File: config.mk
export PLATFORM = sky130hd
export DESIGN_NAME = mem_ctrl
export DESIGN_NICKNAME = d
export VERILOG_FILES = /design/src/rtl/mem_ctrl_pkg.sv /design/src/rtl/mem_ctrl.sv
export SDC_FILE = /design/constraint.sdc
export NUM_CORES = 1
export LEC_CHECK = 0
export ABC_CLOCK_PERIOD_IN_PS = 4700
export CAP_MARGIN = 20
export CORE_MARGIN = 1
export CORE_UTILIZATION = 50
export CTS_BUF_LIST = sky130_fd_sc_hd__clkbuf_8 sky130_fd_sc_hd__clkbuf_16
export CTS_CLUSTER_SIZE = 30
export DETAILED_ROUTE_END_ITERATION = 16
export PLACE_DENSITY = 0.85
export SYNTH_ARGS = -nofsm -noshare
export SYNTH_HDL_FRONTEND = slang
export SYNTH_SLANG_ARGS = --single-unit
File: constraint.sdc
create_clock -name clk -period 4.7 [get_ports clk]
set_clock_uncertainty 0.2 [all_clocks]
set_input_delay 1.41 -clock clk [delete_from_list [all_inputs] [get_ports clk]]
set_output_delay 1.41 -clock clk [all_outputs]
set_load 0.01 [all_outputs]
File: src/rtl/mem_ctrl_pkg.sv
// Shared definitions for the memory controller: load/store opcodes, FSM states
// and the access-width decode used by the arbiter.
package mem_ctrl_pkg;

  localparam logic [5:0] OP_LB  = 6'd1;
  localparam logic [5:0] OP_LH  = 6'd2;
  localparam logic [5:0] OP_LW  = 6'd3;
  localparam logic [5:0] OP_LBU = 6'd4;
  localparam logic [5:0] OP_LHU = 6'd5;
  localparam logic [5:0] OP_SB  = 6'd6;
  localparam logic [5:0] OP_SH  = 6'd7;
  localparam logic [5:0] OP_SW  = 6'd8;

  typedef enum logic [1:0] {
    MC_IDLE,
    MC_READ,
    MC_WRITE,
    MC_DONE
  } mc_state_e;

  // Bytes moved by an opcode; 0 marks an opcode the controller does not know.
  function automatic logic [2:0] op_bytes(input logic [5:0] op);
    case (op)
      OP_LB, OP_LBU, OP_SB: return 3'd1;
      OP_LH, OP_LHU, OP_SH: return 3'd2;
      OP_LW, OP_SW:         return 3'd4;
      default:              return 3'd0;
    endcase
  endfunction

  function automatic logic op_is_store(input logic [5:0] op);
    return (op == OP_SB) || (op == OP_SH) || (op == OP_SW);
  endfunction

endpackage

File: src/rtl/mem_ctrl.sv
// Arbitrates load/store and instruction-fetch requests and serializes each
// access onto a byte-wide synchronous RAM/IO bus, one byte per cycle.
module mem_ctrl
  import mem_ctrl_pkg::*;
#(
  parameter logic [31:0] IO_BASE = 32'h0003_0000,
  parameter logic [31:0] IO_MASK = 32'hFFFF_0000
) (
  input  logic        clk,
  input  logic        rst_n,
  input  logic        rdy,
  input  logic        clear,
  input  logic        lsb_req,
  input  logic [31:0] lsb_addr,
  input  logic [31:0] lsb_wdata,
  input  logic [5:0]  lsb_op,
  output logic        lsb_ok,
  output logic [31:0] lsb_rdata,
  input  logic        if_req,
  input  logic [31:0] if_addr,
  output logic        if_ok,
  output logic [31:0] if_data,
  input  logic [7:0]  mem_din,
  output logic [7:0]  mem_dout,
  output logic [31:0] mem_a,
  output logic        mem_wr,
  input  logic        io_buffer_full
);

  mc_state_e   state_q, state_d;
  logic [31:0] addr_q, addr_d;
  logic [31:0] wdata_q, wdata_d;
  logic [2:0]  n_q, n_d;
  logic [2:0]  k_q, k_d;
  logic [23:0] asm_q, asm_d;
  logic        src_if_q, src_if_d;
  logic        wr_q, wr_d;
  logic [31:0] mem_a_d;
  logic [7:0]  mem_dout_d;
  logic        lsb_ok_d, if_ok_q, if_ok_d;
  logic [31:0] lsb_rdata_d, if_data_d;
  logic [2:0]  lsb_n;
  logic [4:0]  rd_sh, last_sh, wr_sh;
  logic [31:0] result;

  function automatic logic in_io(input logic [31:0] a);
    return (a & IO_MASK) == IO_BASE;
  endfunction

  // In READ, k counts edges since accept; byte k-1 is on mem_din. In WRITE, k
  // is the index of the next byte to issue.
  assign lsb_n   = op_bytes(lsb_op);
  assign rd_sh   = {k_q[1:0] - 2'd1, 3'b000};
  assign last_sh = {n_q[1:0] - 2'd1, 3'b000};
  assign wr_sh   = {k_q[1:0], 3'b000};
  assign result  = {8'h00, asm_q} | (32'(mem_din) << last_sh);

  always_comb begin
    // NOTE: every signal takes its hold value first, so no path leaves one
    // unassigned and no latch is inferred.
    state_d     = state_q;
    addr_d      = addr_q;
    wdata_d     = wdata_q;
    n_d         = n_q;
    k_d         = k_q;
    asm_d       = asm_q;
    src_if_d    = src_if_q;
    wr_d        = wr_q;
    mem_a_d     = mem_a;
    mem_dout_d  = mem_dout;
    lsb_ok_d    = lsb_ok;
    lsb_rdata_d = lsb_rdata;
    if_ok_d     = if_ok_q;
    if_data_d   = if_data;

    case (state_q)
      MC_IDLE: begin
        if (lsb_req) begin
          src_if_d = 1'b0;
          addr_d   = lsb_addr;
          wdata_d  = lsb_wdata;
          n_d      = lsb_n;
          k_d      = 3'd0;
          asm_d    = '0;
          if (lsb_n == 3'd0) begin
            state_d     = MC_DONE;
            lsb_ok_d    = 1'b1;
            lsb_rdata_d = '0;
          end else if (op_is_store(lsb_op)) begin
            state_d = MC_WRITE;
            // Byte 0 goes out on the accept edge unless the IO buffer is full.
            if (!(in_io(lsb_addr) && io_buffer_full)) begin
              wr_d       = 1'b1;
              mem_a_d    = lsb_addr;
              mem_dout_d = lsb_wdata[7:0];
              k_d        = 3'd1;
            end
          end else begin
            state_d = MC_READ;
            mem_a_d = lsb_addr;
          end
        end else if (if_req && !clear) begin
          src_if_d = 1'b1;
          addr_d   = if_addr;
          n_d      = 3'd4;
          k_d      = 3'd0;
          asm_d    = '0;
          state_d  = MC_READ;
          mem_a_d  = if_addr;
        end
      end

      MC_READ: begin
        if (src_if_q && clear) begin
          state_d = MC_IDLE;
        end else begin
          k_d = k_q + 3'd1;
          if (k_q + 3'd1 < n_q) mem_a_d = addr_q + 32'(k_q) + 32'd1;
          if (k_q == n_q) begin
            state_d = MC_DONE;
            if (src_if_q) begin
              if_ok_d   = 1'b1;
              if_data_d = result;
            end else begin
              lsb_ok_d    = 1'b1;
              lsb_rdata_d = result;
            end
          end else if (k_q != 3'd0) begin
            asm_d = asm_q | (24'(mem_din) << rd_sh);
          end
        end
      end

      MC_WRITE: begin
        if (k_q == n_q) begin
          wr_d        = 1'b0;
          state_d     = MC_DONE;
          lsb_ok_d    = 1'b1;
          lsb_rdata_d = '0;
        end else if (in_io(addr_q) && io_buffer_full) begin
          wr_d = 1'b0;
        end else begin
          wr_d       = 1'b1;
          mem_a_d    = addr_q + 32'(k_q);
          mem_dout_d = 8'(wdata_q >> wr_sh);
          k_d        = k_q + 3'd1;
        end
      end

      default: begin
        state_d  = MC_IDLE;
        lsb_ok_d = 1'b0;
        if_ok_d  = 1'b0;
      end
    endcase
  end

  // NOTE: sequential state uses non-blocking assignments so every register
  // samples pre-edge values regardless of statement order.
  always_ff @(posedge clk or negedge rst_n) begin
    if (!rst_n) begin
      state_q   <= MC_IDLE;
      addr_q    <= '0;
      wdata_q   <= '0;
      n_q       <= '0;
      k_q       <= '0;
      asm_q     <= '0;
      src_if_q  <= 1'b0;
      wr_q      <= 1'b0;
      mem_a     <= '0;
      mem_dout  <= '0;
      lsb_ok    <= 1'b0;
      lsb_rdata <= '0;
      if_ok_q   <= 1'b0;
      if_data   <= '0;
    end else if (rdy) begin
      state_q   <= state_d;
      addr_q    <= addr_d;
      wdata_q   <= wdata_d;
      n_q       <= n_d;
      k_q       <= k_d;
      asm_q     <= asm_d;
      src_if_q  <= src_if_d;
      wr_q      <= wr_d;
      mem_a     <= mem_a_d;
      mem_dout  <= mem_dout_d;
      lsb_ok    <= lsb_ok_d;
      lsb_rdata <= lsb_rdata_d;
      if_ok_q   <= if_ok_d;
      if_data   <= if_data_d;
    end
  end

  // A mispredict in the DONE cycle of a fetch must suppress its completion.
  assign if_ok  = if_ok_q & ~clear;
  assign mem_wr = wr_q & rdy;

endmodule

; Yosys cells after proc, flatten, opt, wreduce, memory -nomap -nowiden
; Memories as Yosys holds them, arrays and structs flattened.
; Index checks and enable logic that the tools add are counted.
[totals]
elab_cells = 155
output_inout_bits = 107
register_bits = 204
n_memories = 1
latchBits = 0
rom_bits = 48
ram_bits = 0
[memory_table]
columns = name, depth, word_bits, rd, rd_clocked_by_memory_dff, write_ports, line_no
row1 = (no name shown), 16, 3, 1, 0, 0, mem_ctrl_pkg.sv:23  ; case (op)
[classes]
n_lt_le_gt_ge = 1
reduce_logical = 28
div = 0
n_eq_ne = 26
addsub = 5
shifts = 3
multipliers = 0
bitwise_logic = 7
n_mux = 70
[op_table]
columns = operator, count
row1 = two-way mux 32 bit, 16
row2 = case mux 32 bit (3 select lines), 2
row3 = two-way mux 24 bit, 5
row4 = two-way mux 8 bit, 6
row5 = case mux 24 bit (2 select lines), 1
row6 = adder 32 x 1 -> 32 bit (second input constant), 1
row7 = adder 32 x 3 -> 32 bit, 1
row8 = == test 16 x 2 -> 1 bit (second input constant), 2
row9 = bitwise OR 24 x 32 -> 32 bit, 1
row10 = left shift 8 x 5 -> 32 bit, 1
row11 = >> shifter 32 x 5 -> 8 bit, 1
row12 = inequality test 2 bit (second input constant), 15
row13 = two-way mux 3 bit, 8
row14 = bitwise OR 24 bit, 1
row15 = left shift 8 x 5 -> 24 bit, 1
row16 = two-way mux 1 bit, 20
row17 = AND reduction 6 bit, 3
row18 = case mux 8 bit (2 select lines), 1
row19 = AND reduction 8 bit, 2
row20 = == test 6 x 3 -> 1 bit (second input constant), 2
row21 = two-way mux 2 bit, 6
row22 = AND reduction 5 bit, 2
row23 = case mux 3 bit (3 select lines), 1
row24 = AND reduction 9 bit, 1
row25 = other kinds (25), 40

; Longest topological paths before layout
[depth]
ltp_word = 7
mapped_depth = 13
mapped_depth_nobuf = 12

; Worst setup path before layout
; No wires, ideal clock.
[synth_path]
path_type = register -> register
start = register k_q[1]
end = register mem_a[24]
setup_slack_ps = 879
stages_incl_launch_ff = 14
setup_time_ps = 126
arrival_ps = 3495
synth_period_minus_slack_ps = 3821
path_buffers = 2
path_cell_list = dfrtp_1 > clkbuf_1 > inv_1 > fa_1 > and2b_4 > o2111ai_2 > buf_6 > nor4_2 > xor2_1 > nand2_1 > nor4_4 > nand4_1 > a32o_1 > a221o_1
[synth_between]
elab_chain_len = 5
elab_cells_between_ends = 13
cone_classes = 3 x add/sub / 1 x order compare / 3 x eq/ne / 5 x mux / 1 x reduce/logical
[synth_rtl]
columns = item, line_no
row1 = start: declaration, mem_ctrl.sv:34  ; logic [2:0] k_q, k_d;
row2 = start signal: assignment, mem_ctrl.sv:181  ; k_q <= k_d;
row3 = adder 32 x 3 -> 32 bit, "mem_ctrl.sv:118, mem_ctrl.sv:144"
row4 = adder 32 x 1 -> 32 bit, mem_ctrl.sv:118  ; if (k_q + 3'd1 < n_q) mem_a_d = addr_q + 32'(k_q) + 32'd1;
row5 = two-way mux 32 bit, mem_ctrl.sv:118
row6 = two-way mux 32 bit, mem_ctrl.sv:114  ; if (src_if_q && clear) begin
row7 = case mux 32 bit (3 select lines), mem_ctrl.sv:76  ; case (state_q)
row8 = end signal: assignment, mem_ctrl.sv:185  ; mem_a <= mem_a_d;
row9 = end: declaration, mem_ctrl.sv:25  ; output logic [31:0] mem_a,
; Parallel ways exist; a longest one is shown, timed or not. The select of a mux whose other input is x is not followed.
; A chain may end at the register's enable or synchronous reset.

; Final worst setup path
[layout_path]
start = input port clear
end = output port if_ok
[layout_between]
elab_chain_len = 2
[layout_rtl]
columns = item, line_no
row1 = start: declaration, mem_ctrl.sv:12  ; input logic clear,
row2 = inverter 1 bit, mem_ctrl.sv:195  ; assign if_ok = if_ok_q & ~clear;
row3 = AND 1 bit, mem_ctrl.sv:195
row4 = end: declaration, mem_ctrl.sv:21  ; output logic if_ok,
; No other way between the ends.

==> flow_metrics.tcl <==
set metrics [dict create \
    detailed_place_hpwl_mm 22.4 \
    antenna_found_initial 0 \
    ant_nets 0 \
    syn-num-nets 1370 \
    worstPathMaxFanout 3 \
    synthFlopType "dfrtp_1" \
    fin_setup_tns_ns 0 \
    synth.avg_cell_area_um2 9.01 \
    power_mw 8.83 \
    wl_met3_mm 2.27 \
    ios 224 \
    cts_tree "yes" \
    globalRouteTotalUtil_pct 27.8 \
    wl_met1_mm 13.7 \
    end_kind "primary output" \
    critical_path_class "in2out" \
    wl_met2_mm 14.8 \
    maxSlewHeadroom_pct 27.8 \
    cp_cell_sequence "clkdlybuf4s50_1, buf_4, nor2b_1, clkdlybuf4s50_1" \
    synth_warnings 0 \
    die-area_mm2 0.0229 \
    critPathTopFamily "buffers and inverters" \
    io_buffers 223 \
    yosysTopAreaCell "dfrtp_1" \
    ctsResizeCount 0 \
    synth_seq_cells 204 \
    crit_path_max_incr_delay_ns 0.55 \
    syn_area_mm2 0.0112 \
    antenna-diode-count 0 \
    drt_pass1_iterations 5 \
    period_minus_slack_ns 4.28 \
    async_flop_share_pct 100 \
    cts.clk_slew.worst_paths_ns 0.06 \
    critPathArrivalTime_ns 2.67 \
    cpMostUsedCell "clkdlybuf4s50_1" \
    synthCells 1238 \
    cp_num_buf_inv 3 \
    synth_most_common_cell "nand2_1" \
    placed_cell_area_mm2 0.0137 \
    routed_wl_mm 31.7 \
    tightest_slew_ns 1.08 \
    yosysUniqueCellTypes 83 \
    ctsHoldBuffers 0 \
    cts_sinks 204 \
    grt_pass1_vias 9786 \
    cts_root_buffer "clkbuf_16" \
    rsz0062_at_grt "false" \
    nets 1557 \
    ir_drop_mv 0.316 \
    topRoutingLayerUsed "met4" \
    num_rows 54 \
    status "complete, no violations" \
    worst_skew_pair.late_latency_ns 0.51 \
    grt_overflow 0 \
    coreArea_mm2 0.0218 \
    cp-start-kind "input pin" \
    yosys-top-cells-count "nand2_1, dfrtp_1, o21ai_0" \
    place_congestion 0.929 \
    required_ns 3.09 \
    hold_violations 0 \
    setup_viol 0 \
    drv_cap 0 \
    drive_gt1_share_pct 8.89 \
    die-width_um 151 \
    synth_area_leaders "dfrtp_1, nand2_1, o21ai_0, mux2_2, a21oi_1" \
    htreeDepth 1 \
    powerDensity_mw_per_mm2 617 \
    syn_to_final_growth_pct 28.4 \
    drt-vias-per-instance 5.85 \
    drcViolationCount 0 \
    holdCritPathClass "reg2reg" \
    clockBufferDepth 3 \
    dr_total_vias 10055 \
    postCtsSetupBuffers 0 \
    numCtsBuffers 22 \
    grt_max_degree 125 \
    postLayoutCellArea_mm2 0.0143 \
    wire_per_inst_um 18.5 \
    max_freq_mhz 233 \
    start_util_pct 51.1 \
    finalCritPeriodShare_pct 91.2 \
    die_h_um 151 \
    drt_iter0_drc 670 \
    crit_slowest_cell "clkdlybuf4s50_1" \
    p_leak_nw 6.30 \
    ys_seq_area_share_pct 45.8 \
    synth_top_area_share_pct 45.8 \
    grt_pass1_wl_mm 50.2 \
    final-max-slew-violation-count 0 \
    synth_edf_count 0 \
]
## final cells by class
type                    instances  area (µm²)
fillers                      1715        7500
multi-input cells             919        5590
flip-flops and latches        204        5100
repair buffers                252        2510
clock buffers                  25         592
well taps                     280         350
inverters                      26        97.6
clock inverters                14        77.6
## state kept, by name, indices dropped and copies added (netlist names)
| name | cells |
|---|---|
| n_q | 3 |
| wdata_q | 32 |
| state_q | 2 |
| mem_dout | 8 |
| if_data | 32 |
| mem_a | 32 |
| lsb_ok | 1 |
| lsb_rdata | 32 |
| asm_q | 24 |
| wr_q | 1 |
| if_ok_q | 1 |
| addr_q | 32 |
| k_q | 3 |
| src_if_q | 1 |
## power breakdown
group / total (mW) / switching, mW / internal, mW
registers: 3.02 / 0.572 / 2.44
logic: 4.21 / 2.32 / 1.88
clock network: 1.61 / 0.710 / 0.900
## through the flow
stage	instances	hold slack, ns	utilization [%]	worst slack, ns
after detailed placement	1681	0.259	62.6	0.201
after global routing	1720	0.288	65.6	0.371
after CTS	1720	0.273	65.6	0.440
after global placement	1681	0.252	62.6	0.283
after floorplan	1238	0.240	-	0.879
final	1720	0.273	65.6	0.415
## final timing paths
check,cells after the start,startpoint,end,slack [ns]
setup / recovery,4,clear,if_ok,0.42
hold / removal,1,wr_q,wr_q,0.27
setup reg to reg,13,k_q[0],mem_a[26],0.56
hold reg to reg,1,wr_q,wr_q,0.27
max in group asynchronous,2,rst_n,addr_q[9],2.57
min in group asynchronous,1,rst_n,if_data[8],0.86
## placed cells by master (no fill, tap or decap), types with 22 or more instances in the layout
cell | Yosys | layout
nand2_1 | 288 | 288
o31ai_1 | 33 | 33
clkbuf_16 | 0 | 22
xnor2_1 | 27 | 27
mux2i_1 | 33 | 33
o21ai_0 | 93 | 93
inv_1 | 25 | 32
nand3_1 | 32 | 32
a21oi_1 | 66 | 66
nor2_1 | 59 | 59
mux2_2 | 32 | 32
dfrtp_1 | 204 | 204
and2_1 | 22 | 22
buf_4 | 3 | 24
clkdlybuf4s50_1 | 0 | 221
## per-layer routing
metal	vias to the layer above	GRT usage, %
li1	4719	-
met1	4846	38.7
met3	77	4.40
met2	413	43.8
met4	0	10.2
met5	-	0
## cell families (layout without fill, tap and decap cells)
family,Yosys count,in the layout,synth area share [%]
AND/OR/NAND/NOR,507,507,21.0
AO/OA/AOI/OAI,276,276,15.7
flip-flops,204,204,45.8
buffers and inverters,115,317,4.17
multiplexers,74,74,7.91
XOR/XNOR,47,47,3.69
adder cells (fa/ha/maj),15,15,1.75
Note: power is estimated with default switching activity, not from simulation.
